<file path="src/rtl/ibex_icache_fetch_pkg.sv">
// Shared types for the icache fetch buffer: buffered entry layout, has-addr states, PC step rule.
// Combinational helpers only; no state lives here.
package ibex_icache_fetch_pkg;

  typedef struct packed {
    logic [31:0] rdata;
    logic [31:0] addr;
    logic        err;
    logic        err_plus2;
  } fetch_entry_t;

  typedef enum logic [1:0] {
    EMPTY_NOADDR = 2'd0,
    RUN          = 2'd1,
    HALT         = 2'd2
  } fetch_state_e;

  // Compressed instructions (low bits != 2'b11) are 2 bytes long, all others 4.
  function automatic logic [31:0] next_pc(input logic [31:0] addr, input logic [1:0] rdata_lo);
    return addr + ((rdata_lo != 2'b11) ? 32'd2 : 32'd4);
  endfunction

endpackage

</file>
<file path="src/rtl/ibex_icache_fetch_fifo.sv">
// DEPTH-entry circular buffer of fetch_entry_t with push/pop/flush; head visible the cycle after push.
// Caller must not push when full or pop when empty; flush overrides both in the same cycle.
module ibex_icache_fetch_fifo
  import ibex_icache_fetch_pkg::*;
#(
  parameter int unsigned DEPTH = 2,
  localparam int unsigned CW   = $clog2(DEPTH + 1)
) (
  input  logic          clk_i,
  input  logic          rst_i,
  input  logic          push_i,
  input  logic          pop_i,
  input  logic          flush_i,
  input  fetch_entry_t  wdata_i,
  output fetch_entry_t  head_o,
  output logic [CW-1:0] occupancy_o
);

  localparam int unsigned PW = (DEPTH > 1) ? $clog2(DEPTH) : 1;

  fetch_entry_t   mem_q [DEPTH];
  logic [PW-1:0]  wr_ptr_q, wr_ptr_d;
  logic [PW-1:0]  rd_ptr_q, rd_ptr_d;
  logic [CW-1:0]  count_q, count_d;

  // Explicit wrap keeps non-power-of-two depths correct.
  function automatic logic [PW-1:0] ptr_inc(input logic [PW-1:0] p);
    return (p == PW'(DEPTH - 1)) ? '0 : p + 1'b1;
  endfunction

  always_comb begin
    wr_ptr_d = wr_ptr_q;
    rd_ptr_d = rd_ptr_q;
    count_d  = count_q;
    if (flush_i) begin
      wr_ptr_d = '0;
      rd_ptr_d = '0;
      count_d  = '0;
    end else begin
      if (push_i) wr_ptr_d = ptr_inc(wr_ptr_q);
      if (pop_i)  rd_ptr_d = ptr_inc(rd_ptr_q);
      if (push_i && !pop_i) begin
        count_d = count_q + CW'(1);
      end else if (!push_i && pop_i) begin
        count_d = count_q - CW'(1);
      end
    end
  end

  always_ff @(posedge clk_i or posedge rst_i) begin
    if (rst_i) begin
      wr_ptr_q <= '0;
      rd_ptr_q <= '0;
      count_q  <= '0;
    end else begin
      wr_ptr_q <= wr_ptr_d;
      rd_ptr_q <= rd_ptr_d;
      count_q  <= count_d;
    end
  end

  always_ff @(posedge clk_i or posedge rst_i) begin
    if (rst_i) begin
      mem_q <= '{default: '0};
    end else if (push_i && !flush_i) begin
      mem_q[wr_ptr_q] <= wdata_i;
    end
  end

  assign head_o      = mem_q[rd_ptr_q];
  assign occupancy_o = count_q;

endmodule

</file>
<file path="src/rtl/ibex_icache_fetch_buffer.sv">
// Core-side icache response consumer: gates ready/branch, buffers accepted words for decode (1-cycle push-to-head).
// ready_o drops when full/halted/branching with no path from out_ready_i; IBEX_FETCH_PC_CHECK_EN adds a PC checker.
module ibex_icache_fetch_buffer
  import ibex_icache_fetch_pkg::*;
#(
  parameter int unsigned DEPTH = 2,
  localparam int unsigned CW   = $clog2(DEPTH + 1)
) (
  input  logic          clk_i,
  input  logic          rst_i,
  input  logic          req_i,
  input  logic          branch_i,
  input  logic [31:0]   branch_addr_i,
  output logic          branch_o,
  output logic [31:0]   branch_addr_o,
  output logic          ready_o,
  input  logic          valid_i,
  input  logic [31:0]   rdata_i,
  input  logic [31:0]   addr_i,
  input  logic          err_i,
  input  logic          err_plus2_i,
  output logic          out_valid_o,
  input  logic          out_ready_i,
  output logic [31:0]   out_rdata_o,
  output logic [31:0]   out_addr_o,
  output logic          out_err_o,
  output logic          out_err_plus2_o,
  output logic          out_compressed_o,
  output logic [CW-1:0] occupancy_o,
  output logic          pc_mismatch_o
);

  fetch_state_e  state_q, state_d;
  fetch_entry_t  wdata, head;
  logic [CW-1:0] occupancy;
  logic          has_addr, not_full, nonempty, accept, pop;

  assign branch_o      = branch_i;
  assign branch_addr_o = branch_addr_i;

  assign has_addr = (state_q == RUN);
  assign not_full = (occupancy < CW'(DEPTH));
  assign nonempty = (occupancy != '0);

  // A branch cycle cancels whatever the cache presents and hides the stale head.
  assign ready_o     = req_i & has_addr & ~branch_i & not_full;
  assign accept      = ready_o & valid_i;
  assign out_valid_o = nonempty & ~branch_i;
  assign pop         = out_valid_o & out_ready_i;

  always_comb begin
    state_d = state_q;
    unique case (state_q)
      EMPTY_NOADDR: if (branch_i) state_d = RUN;
      RUN: begin
        if (branch_i) begin
          state_d = RUN;
        end else if (accept && err_i) begin
          state_d = HALT;
        end
      end
      HALT:    if (branch_i) state_d = RUN;
      default: state_d = EMPTY_NOADDR;
    endcase
  end

  always_ff @(posedge clk_i or posedge rst_i) begin
    if (rst_i) begin
      state_q <= EMPTY_NOADDR;
    end else begin
      state_q <= state_d;
    end
  end

  assign wdata = '{rdata: rdata_i, addr: addr_i, err: err_i, err_plus2: err_plus2_i};

  ibex_icache_fetch_fifo #(
    .DEPTH (DEPTH)
  ) u_fifo (
    .clk_i       (clk_i),
    .rst_i       (rst_i),
    .push_i      (accept),
    .pop_i       (pop),
    .flush_i     (branch_i),
    .wdata_i     (wdata),
    .head_o      (head),
    .occupancy_o (occupancy)
  );

  // Head fields read as zero while empty so stale storage never leaks to decode.
  assign out_rdata_o      = nonempty ? head.rdata : '0;
  assign out_addr_o       = nonempty ? head.addr  : '0;
  assign out_err_o        = nonempty & head.err;
  assign out_err_plus2_o  = nonempty & head.err_plus2;
  assign out_compressed_o = nonempty & ~head.err & (head.rdata[1:0] != 2'b11);
  assign occupancy_o      = occupancy;

`ifdef IBEX_FETCH_PC_CHECK_EN
  logic [31:0] expected_pc_q, expected_pc_d;
  logic        pc_mismatch_q, pc_mismatch_d;

  // Error accepts are compared but do not advance the expected PC.
  always_comb begin
    expected_pc_d = expected_pc_q;
    pc_mismatch_d = 1'b0;
    if (branch_i) begin
      expected_pc_d = branch_addr_i;
    end else if (accept) begin
      pc_mismatch_d = (addr_i != expected_pc_q);
      if (!err_i) expected_pc_d = next_pc(expected_pc_q, rdata_i[1:0]);
    end
  end

  always_ff @(posedge clk_i or posedge rst_i) begin
    if (rst_i) begin
      expected_pc_q <= '0;
      pc_mismatch_q <= 1'b0;
    end else begin
      expected_pc_q <= expected_pc_d;
      pc_mismatch_q <= pc_mismatch_d;
    end
  end

  assign pc_mismatch_o = pc_mismatch_q;
`else
  assign pc_mismatch_o = 1'b0;
`endif

endmodule
</file>
<file path="config.mk">
export PLATFORM = sky130hd
export DESIGN_NAME = ibex_icache_fetch_buffer
export DESIGN_NICKNAME = d
export VERILOG_FILES = /design/src/rtl/ibex_icache_fetch_pkg.sv /design/src/rtl/ibex_icache_fetch_fifo.sv /design/src/rtl/ibex_icache_fetch_buffer.sv
export SDC_FILE = /design/constraint.sdc
export NUM_CORES = 1
export LEC_CHECK = 0
export BUFFER_PORTS_ARGS = -buffer_cell sky130_fd_sc_hd__buf_2
export CORE_UTILIZATION = 48
export CTS_BUF_LIST = sky130_fd_sc_hd__clkbuf_2
export CTS_CLUSTER_DIAMETER = 120
export DETAILED_ROUTE_END_ITERATION = 12
export PLACE_DENSITY_LB_ADDON = 0.1
export SLEW_MARGIN = 15
export SYNTH_ARGS = -nofsm -noshare
export SYNTH_HDL_FRONTEND = slang
export SYNTH_SLANG_ARGS = --single-unit
export TNS_END_PERCENT = 5
</file>
<file path="constraint.sdc">
create_clock -name clk_i -period 3.9 [get_ports clk_i]
set_clock_uncertainty 0.05 [all_clocks]
set_input_delay 0.195 -clock clk_i [delete_from_list [all_inputs] [get_ports clk_i]]
set_output_delay 0.195 -clock clk_i [all_outputs]
set_load 0.05 [all_outputs]
</file>
# --- After elaboration in Yosys (flattened, before gate mapping) ---
# Index checks and enable logic that the tools add are counted.
op_classes:
  muxes: 21
  n_addsub: 4
  n_reduce_logical: 15
  bitwise: 14
  eq_ne: 5
  magnitude_cmp: 4
op_table:
  columns: ["op", "n"]
  rows:
  - ["66-bit two-way mux", 4]
  - ["132-bit bitwise mux", 1]
  - ["66-bit demux with 1-bit select", 1]
  - ["32-bit two-way mux", 2]
  - ["2-bit two-way mux", 6]
  - ["1-bit bitwise AND", 10]
  - ["1-bit two-way mux", 6]
  - ["2-bit nonzero test", 3]
  - ["1-bit logical AND", 5]
  - ["2-bit greater-or-equal comparator (second input constant)", 2]
  - ["1-bit inverter with 2-bit output", 2]
  - ["2-bit one-hot mux with 2 select lines", 1]
  - ["1-bit logical NOT", 3]
  - ["3-bit by 2-bit inequality test with 1-bit output (second input constant)", 1]
  - ["3-bit nonzero test", 1]
  - ["1-bit adder (second input constant)", 2]
  - ["2-bit by 1-bit adder with 2-bit output (second input constant)", 1]
  - ["2-bit by 1-bit == test with 1-bit output (second input constant)", 1]
  - ["2-bit == test (second input constant)", 1]
  - ["2-bit logical NOT", 1]
  - ["2-bit by 1-bit < comparator with 1-bit output (second input constant)", 1]
  - ["2-bit < comparator (second input constant)", 1]
  - ["2-bit by 1-bit inequality test with 1-bit output (second input constant)", 1]
  - ["2-bit inequality test (second input constant)", 1]
  - ["other kinds (4)", 5]
totals:
  register_bits: 138
  input_bits: 104
  word_cells: 75

# --- Longest topological paths before layout ---
logic_depth:
  word_depth: 10
  mapped_depth: 6
  mapped_depth_nobuf: 3

# --- By module ---
# From an unflattened synthesis, not the netlist that was laid out.
hier_totals:
  hier_cells: 496
  area_unflattened_um2: 6766.5
modules_own_cells:
  columns: ["mod", "seq_area_each_um2", "n_inst", "area_per_inst_um2", "cells_each"]
  rows:
  - ["ibex_icache_fetch_fifo", 3403.3, 1, 5891.9, 370]
  - ["ibex_icache_fetch_buffer", 50.0, 1, 874.6, 126]

# --- Worst setup path before layout ---
# Ideal clock, no wire load.
synth_path:
  path_kind: "register to output"
  startpoint: "register u_fifo.count_q[1] (netlist: u_fifo.occupancy_o[1])"
  endpoint: "output port out_addr_o[12]"
  t_arrival_ns: 2.040
  setup_slack_ns: 1.615
  path_stages_with_launch: 5
  path_cell_list: "dfrtp_1 > nor2_1 > clkbuf_1 > buf_1 > nor2_1"
synth_between:
  elab_chain_len: 2
synth_rtl:
  columns: ["element", "line_no", "rtl"]
  rows:
  - ["start: declaration", "ibex_icache_fetch_fifo.sv:24", "logic [CW-1:0] count_q, count_d;"]
  - ["start signal: assignment", "ibex_icache_fetch_fifo.sv:58", "count_q <= count_d;"]
  - ["2-bit nonzero test", "ibex_icache_fetch_buffer.sv:43", "assign nonempty = (occupancy != '0);"]
  - ["32-bit two-way mux", "ibex_icache_fetch_buffer.sv:92", "assign out_addr_o = nonempty ? head.addr : '0;"]
  - ["end: declaration", "ibex_icache_fetch_buffer.sv:25", "output logic [31:0] out_addr_o,"]
# No other way between the ends.

# --- Final worst setup path ---
layout_path:
  startpoint: "register u_fifo.rd_ptr_q"
  endpoint: "output port out_rdata_o[19]"
layout_between:
  elab_chain_len: 5
layout_rtl:
  columns: ["element", "line_no", "rtl"]
  rows:
  - ["start: declaration", "ibex_icache_fetch_fifo.sv:23", "logic [PW-1:0] rd_ptr_q, rd_ptr_d;"]
  - ["start signal: assignment", "ibex_icache_fetch_fifo.sv:57", "rd_ptr_q <= rd_ptr_d;"]
  - ["1-bit inverter with 2-bit output (not written as such)", "ibex_icache_fetch_fifo.sv:70", "assign head_o = mem_q[rd_ptr_q];"]
  - ["66-bit two-way mux (not written as such) (3 in a row)", "ibex_icache_fetch_fifo.sv:70", null]
  - ["32-bit two-way mux", "ibex_icache_fetch_buffer.sv:91", "assign out_rdata_o = nonempty ? head.rdata : '0;"]
  - ["end: declaration", "ibex_icache_fetch_buffer.sv:24", "output logic [31:0] out_rdata_o,"]
# No other way between the ends. The select of a mux whose other input is x is not followed.

==> results summary <==
Yosys mapped the design onto 32 distinct sky130hd cell types. In the post-synthesis netlist, the biggest area contributors are dfrtp_1, mux2_1, mux2_2. The internal power summed over all cells came out at 0.00278 W.

The number of flops mapped to enable cells by yosys came out at 0. 0 antenna diodes ended up in the layout. The number of DRC violations after detailed routing came out at 0.

The share of power burned in registers came out at 0.517. In this run the tightest slew margin relative to its limit is 0.294. After the first detailed-routing iteration, the DRC count stood at 103. The switching power of the nets is 0.00124 W. The final layout net count came out at 782. From left edge to right edge, the die measures 118 um. The final worst-path cycle share came out at 0.721. TritonCTS built the clock tree. The primary flip-flop cell chosen by synthesis mapping is dfrtp_1. The highest achievable clock rate is 356 MHz. The total power divided by cell area is 497 nW/um^2. By startpoint and endpoint, the worst setup path is classified as reg -> out. The smallest clock period supported by the final layout is computed as 2.81 ns. At the later pin of the worst-skew pair, clock insertion delay measures 0.68 ns. The number of top-level pins came out at 209. Entering global routing, the biggest net connects 66 pins. For this block, the routed nets add up to 13.5 mm of wire. The synthesis-to-finish area growth came out at 24.6%. The proportion of total power due to net switching came out at 0.308. The number of antenna violations at the first check in global routing is 0. The fill cell total of the finished layout came out at 1128. Setup repair after global routing left no endpoint under its margin. The number of buffers on the longest clock path came out at 2. The kind of end point of the critical path is an output port. The worst setup path is launched from a flip-flop. The data arrival at the endpoint of the critical path is 2.57 ns.

Once detail routing completed, the nets flagged for antenna violations numbered 0. The count of endpoints failing hold in the final timing report came out at 0. The final setup TNS is 0 ns. After detailed routing, the number of vias per cell comes to 5.08. Port buffering added 143 buffers.

The area enclosed by the die boundary is 14000 um^2. The number of rows created at floorplan is 42. The via count of the first global-routing pass is 4687. The yosys synthesis warning count is 0. In this run, post-CTS repair resized a total of 0 instances.

The flow ran to the end, and the final reports show no timing, DRC or antenna violations. The residual overflow from global routing came out at 0. In this run the static leakage power is 3.85 nW. The cell total after placement came out at 763. The class of the most critical hold timing path is in -> reg. The setup slack after layout came out at 1.09 ns. The number of register bits inferred by synthesis is 138.

The fraction of layout cells with a size suffix above 1 came out at 0.359. By instance count, the leading cell after synthesis is dfrtp_1. The area fraction of the dominant cell type after synthesis is 0.532. The required time of the worst setup path is 3.65 ns.

The initial utilization of the core area, before any placement, comes to 0.490. The max-cap check violation count came out at 0. After floorplanning, the core was sized to cover 13200 um^2. The routability congestion estimate is 0.718. The logic gate share of total power came out at 0.261. The filler-free cell count of the finished design came out at 867. The overall die height came out at 118 um.

The number of instances in the synthesized netlist is 498. The total iterations of the first detailed-routing run came out at 4. The H-tree depth reported by CTS came out at 4. The TritonCTS sink count is 138.

The worst IR drop on VDD came out at 0.296 mV. The first-pass GRT wire length is 22.6 mm. After clock tree synthesis, the clock-pin slew on the worst setup and hold paths is 0.18 ns. The number of buffers created by CTS is 17. The number of max-slew violations in the final report is 0.

The cell type contributing the most total cell area after synthesis is dfrtp_1. The share of the yosys chip area belonging to registers came out at 0.532. The combined area of all synthesized cells came out at 6490 um^2. The number of nets produced by synthesis is 602. The share of total power dissipated in the clock network is 0.222. In the global route stage, overall resource usage came out at 0.206. In this run the worst path has a maximum fanout of 32. The vias after detailed routing came out at 4404. The routed wirelength normalized by instance count came out at 15.6 um. The measured slew at the worst slew-check pin is 1.06 ns. In the synthesized netlist the async set-or-reset flop fraction comes to 1.00. The post-place setup slack came out at 1.22 ns. Once detailed placement completed, the half-perimeter wirelength came to 8.78 mm. The average instance area after synthesis came out at 13.0 um^2. The number of failing setup endpoints in the final timing report came out at 0.

The cell sitting at the root of the clock tree is a clkbuf_2. The commonest cells after synthesis are dfrtp_1, nor2_1, mux2_1, mux2i_1, mux2_2.
## placed cells by master (no fill, tap or decap), types with 2 or more instances in the layout
cell / count
clkbuf_2: 21
buf_12: 2
mux2_1: 69
buf_4: 8
clkinvlp_4: 2
mux2_2: 63
clkinv_1: 5
buf_2: 143
nor2_1: 70
nand2_1: 2
dfrtp_1: 137
nand2b_1: 2
bufinv_16: 4
mux2i_1: 66
o21ai_0: 2
a21oi_1: 3
dlygate4sd3_1: 72
## what timing repair did
action                                  4_1_cts  5_1_grt
endpoints found under the setup margin        0        0
setup buffers                                 0        0
hold buffers                                 72        0
hold endpoints to repair                    181        0
## final cells by class
cell class | instances | area [um^2] | area share
timing repair buffer | 225 | 1540 | 0.190
sequential | 138 | 3460 | 0.427
clock inverter | 11 | 151 | 0.0187
clock buffer | 21 | 105 | 0.0130
inverter | 1 | 7.51 | 0.000928
multi-input combinational | 295 | 2610 | 0.323
tap | 176 | 220 | 0.0272
## cells by family (layout without fill, tap and decap cells)
kind of cell | count (synthesis) | in the layout | synth area share
other | 1 | 1 | 0.000577
AND/OR/NAND/NOR | 86 | 86 | 0.0582
AO/OA/AOI/OAI | 9 | 9 | 0.00867
XOR/XNOR | 1 | 1 | 0.00135
flip-flops | 138 | 138 | 0.532
buffers and inverters | 65 | 258 | 0.0688
multiplexers | 198 | 198 | 0.331
## through the flow
step	cell area, um^2	util	power (W)	hold slack [ns]
floorplan	6500	-	0.00293	0.246
global placement	7110	0.537	0.00304	0.340
detailed placement	7110	0.537	0.00311	0.340
CTS	8090	0.611	0.00406	0.00339
global route	8090	0.611	0.00427	0.0458
finish	8090	0.611	0.00402	0.0936
## path summary, 6_finish.rpt
path	startpoint	endpoint	slack (ns)	cells after the start
worst max register to register	u_fifo.occupancy_o[1]$_DFFE_PP0P_	u_fifo.mem_q[123]$_DFFE_PP0P_	1.31	4
max in group asynchronous	rst_i	u_fifo.mem_q[92]$_DFFE_PP0P_	2.65	4
worst max-delay path	u_fifo.rd_ptr_q$_DFFE_PP0P_	out_rdata_o[19]	1.09	4
worst min-delay path	valid_i	u_fifo.wr_ptr_q$_DFFE_PP0P_	0.09	4
min in group asynchronous	rst_i	u_fifo.mem_q[73]$_DFFE_PP0P_	0.19	3
worst min register to register	u_fifo.mem_q[113]$_DFFE_PP0P_	u_fifo.mem_q[113]$_DFFE_PP0P_	0.46	1
## flip-flops by register name (all words and copies together) (netlist names)
signal	flops
u_fifo.rd_ptr_q	1
u_fifo.mem_q	132
u_fifo.occupancy_o	2
u_fifo.wr_ptr_q	1
state_q	2
## power by group through the flow
stage	Clock [W]	Combinational, W	Sequential [W]
detailed placement	0	0.00100	0.00211
floorplan	0	0.000899	0.00203
finish	0.000893	0.00105	0.00208
global route	0.000990	0.00115	0.00213
global placement	0	0.000965	0.00208
CTS	0.000926	0.00106	0.00207
## routing by layer
metal,part of all wire,global-route usage,vias up,wire length [um]
li1,-,-,2043,-
met3,0.053,0.0642,19,710
met4,0.018,0.0809,0,250
met5,0,0,-,0
met1,0.43,0.249,2215,5850
met2,0.50,0.344,127,6710
## critical path: stages (launching register included)
cell and delay [ns]:
dfrtp_4 0.84, buf_4 0.47, mux2i_1 0.13, nor2_1 0.15
buf_2 0.29
No activity file was read; power rests on OpenSTA's default activity.
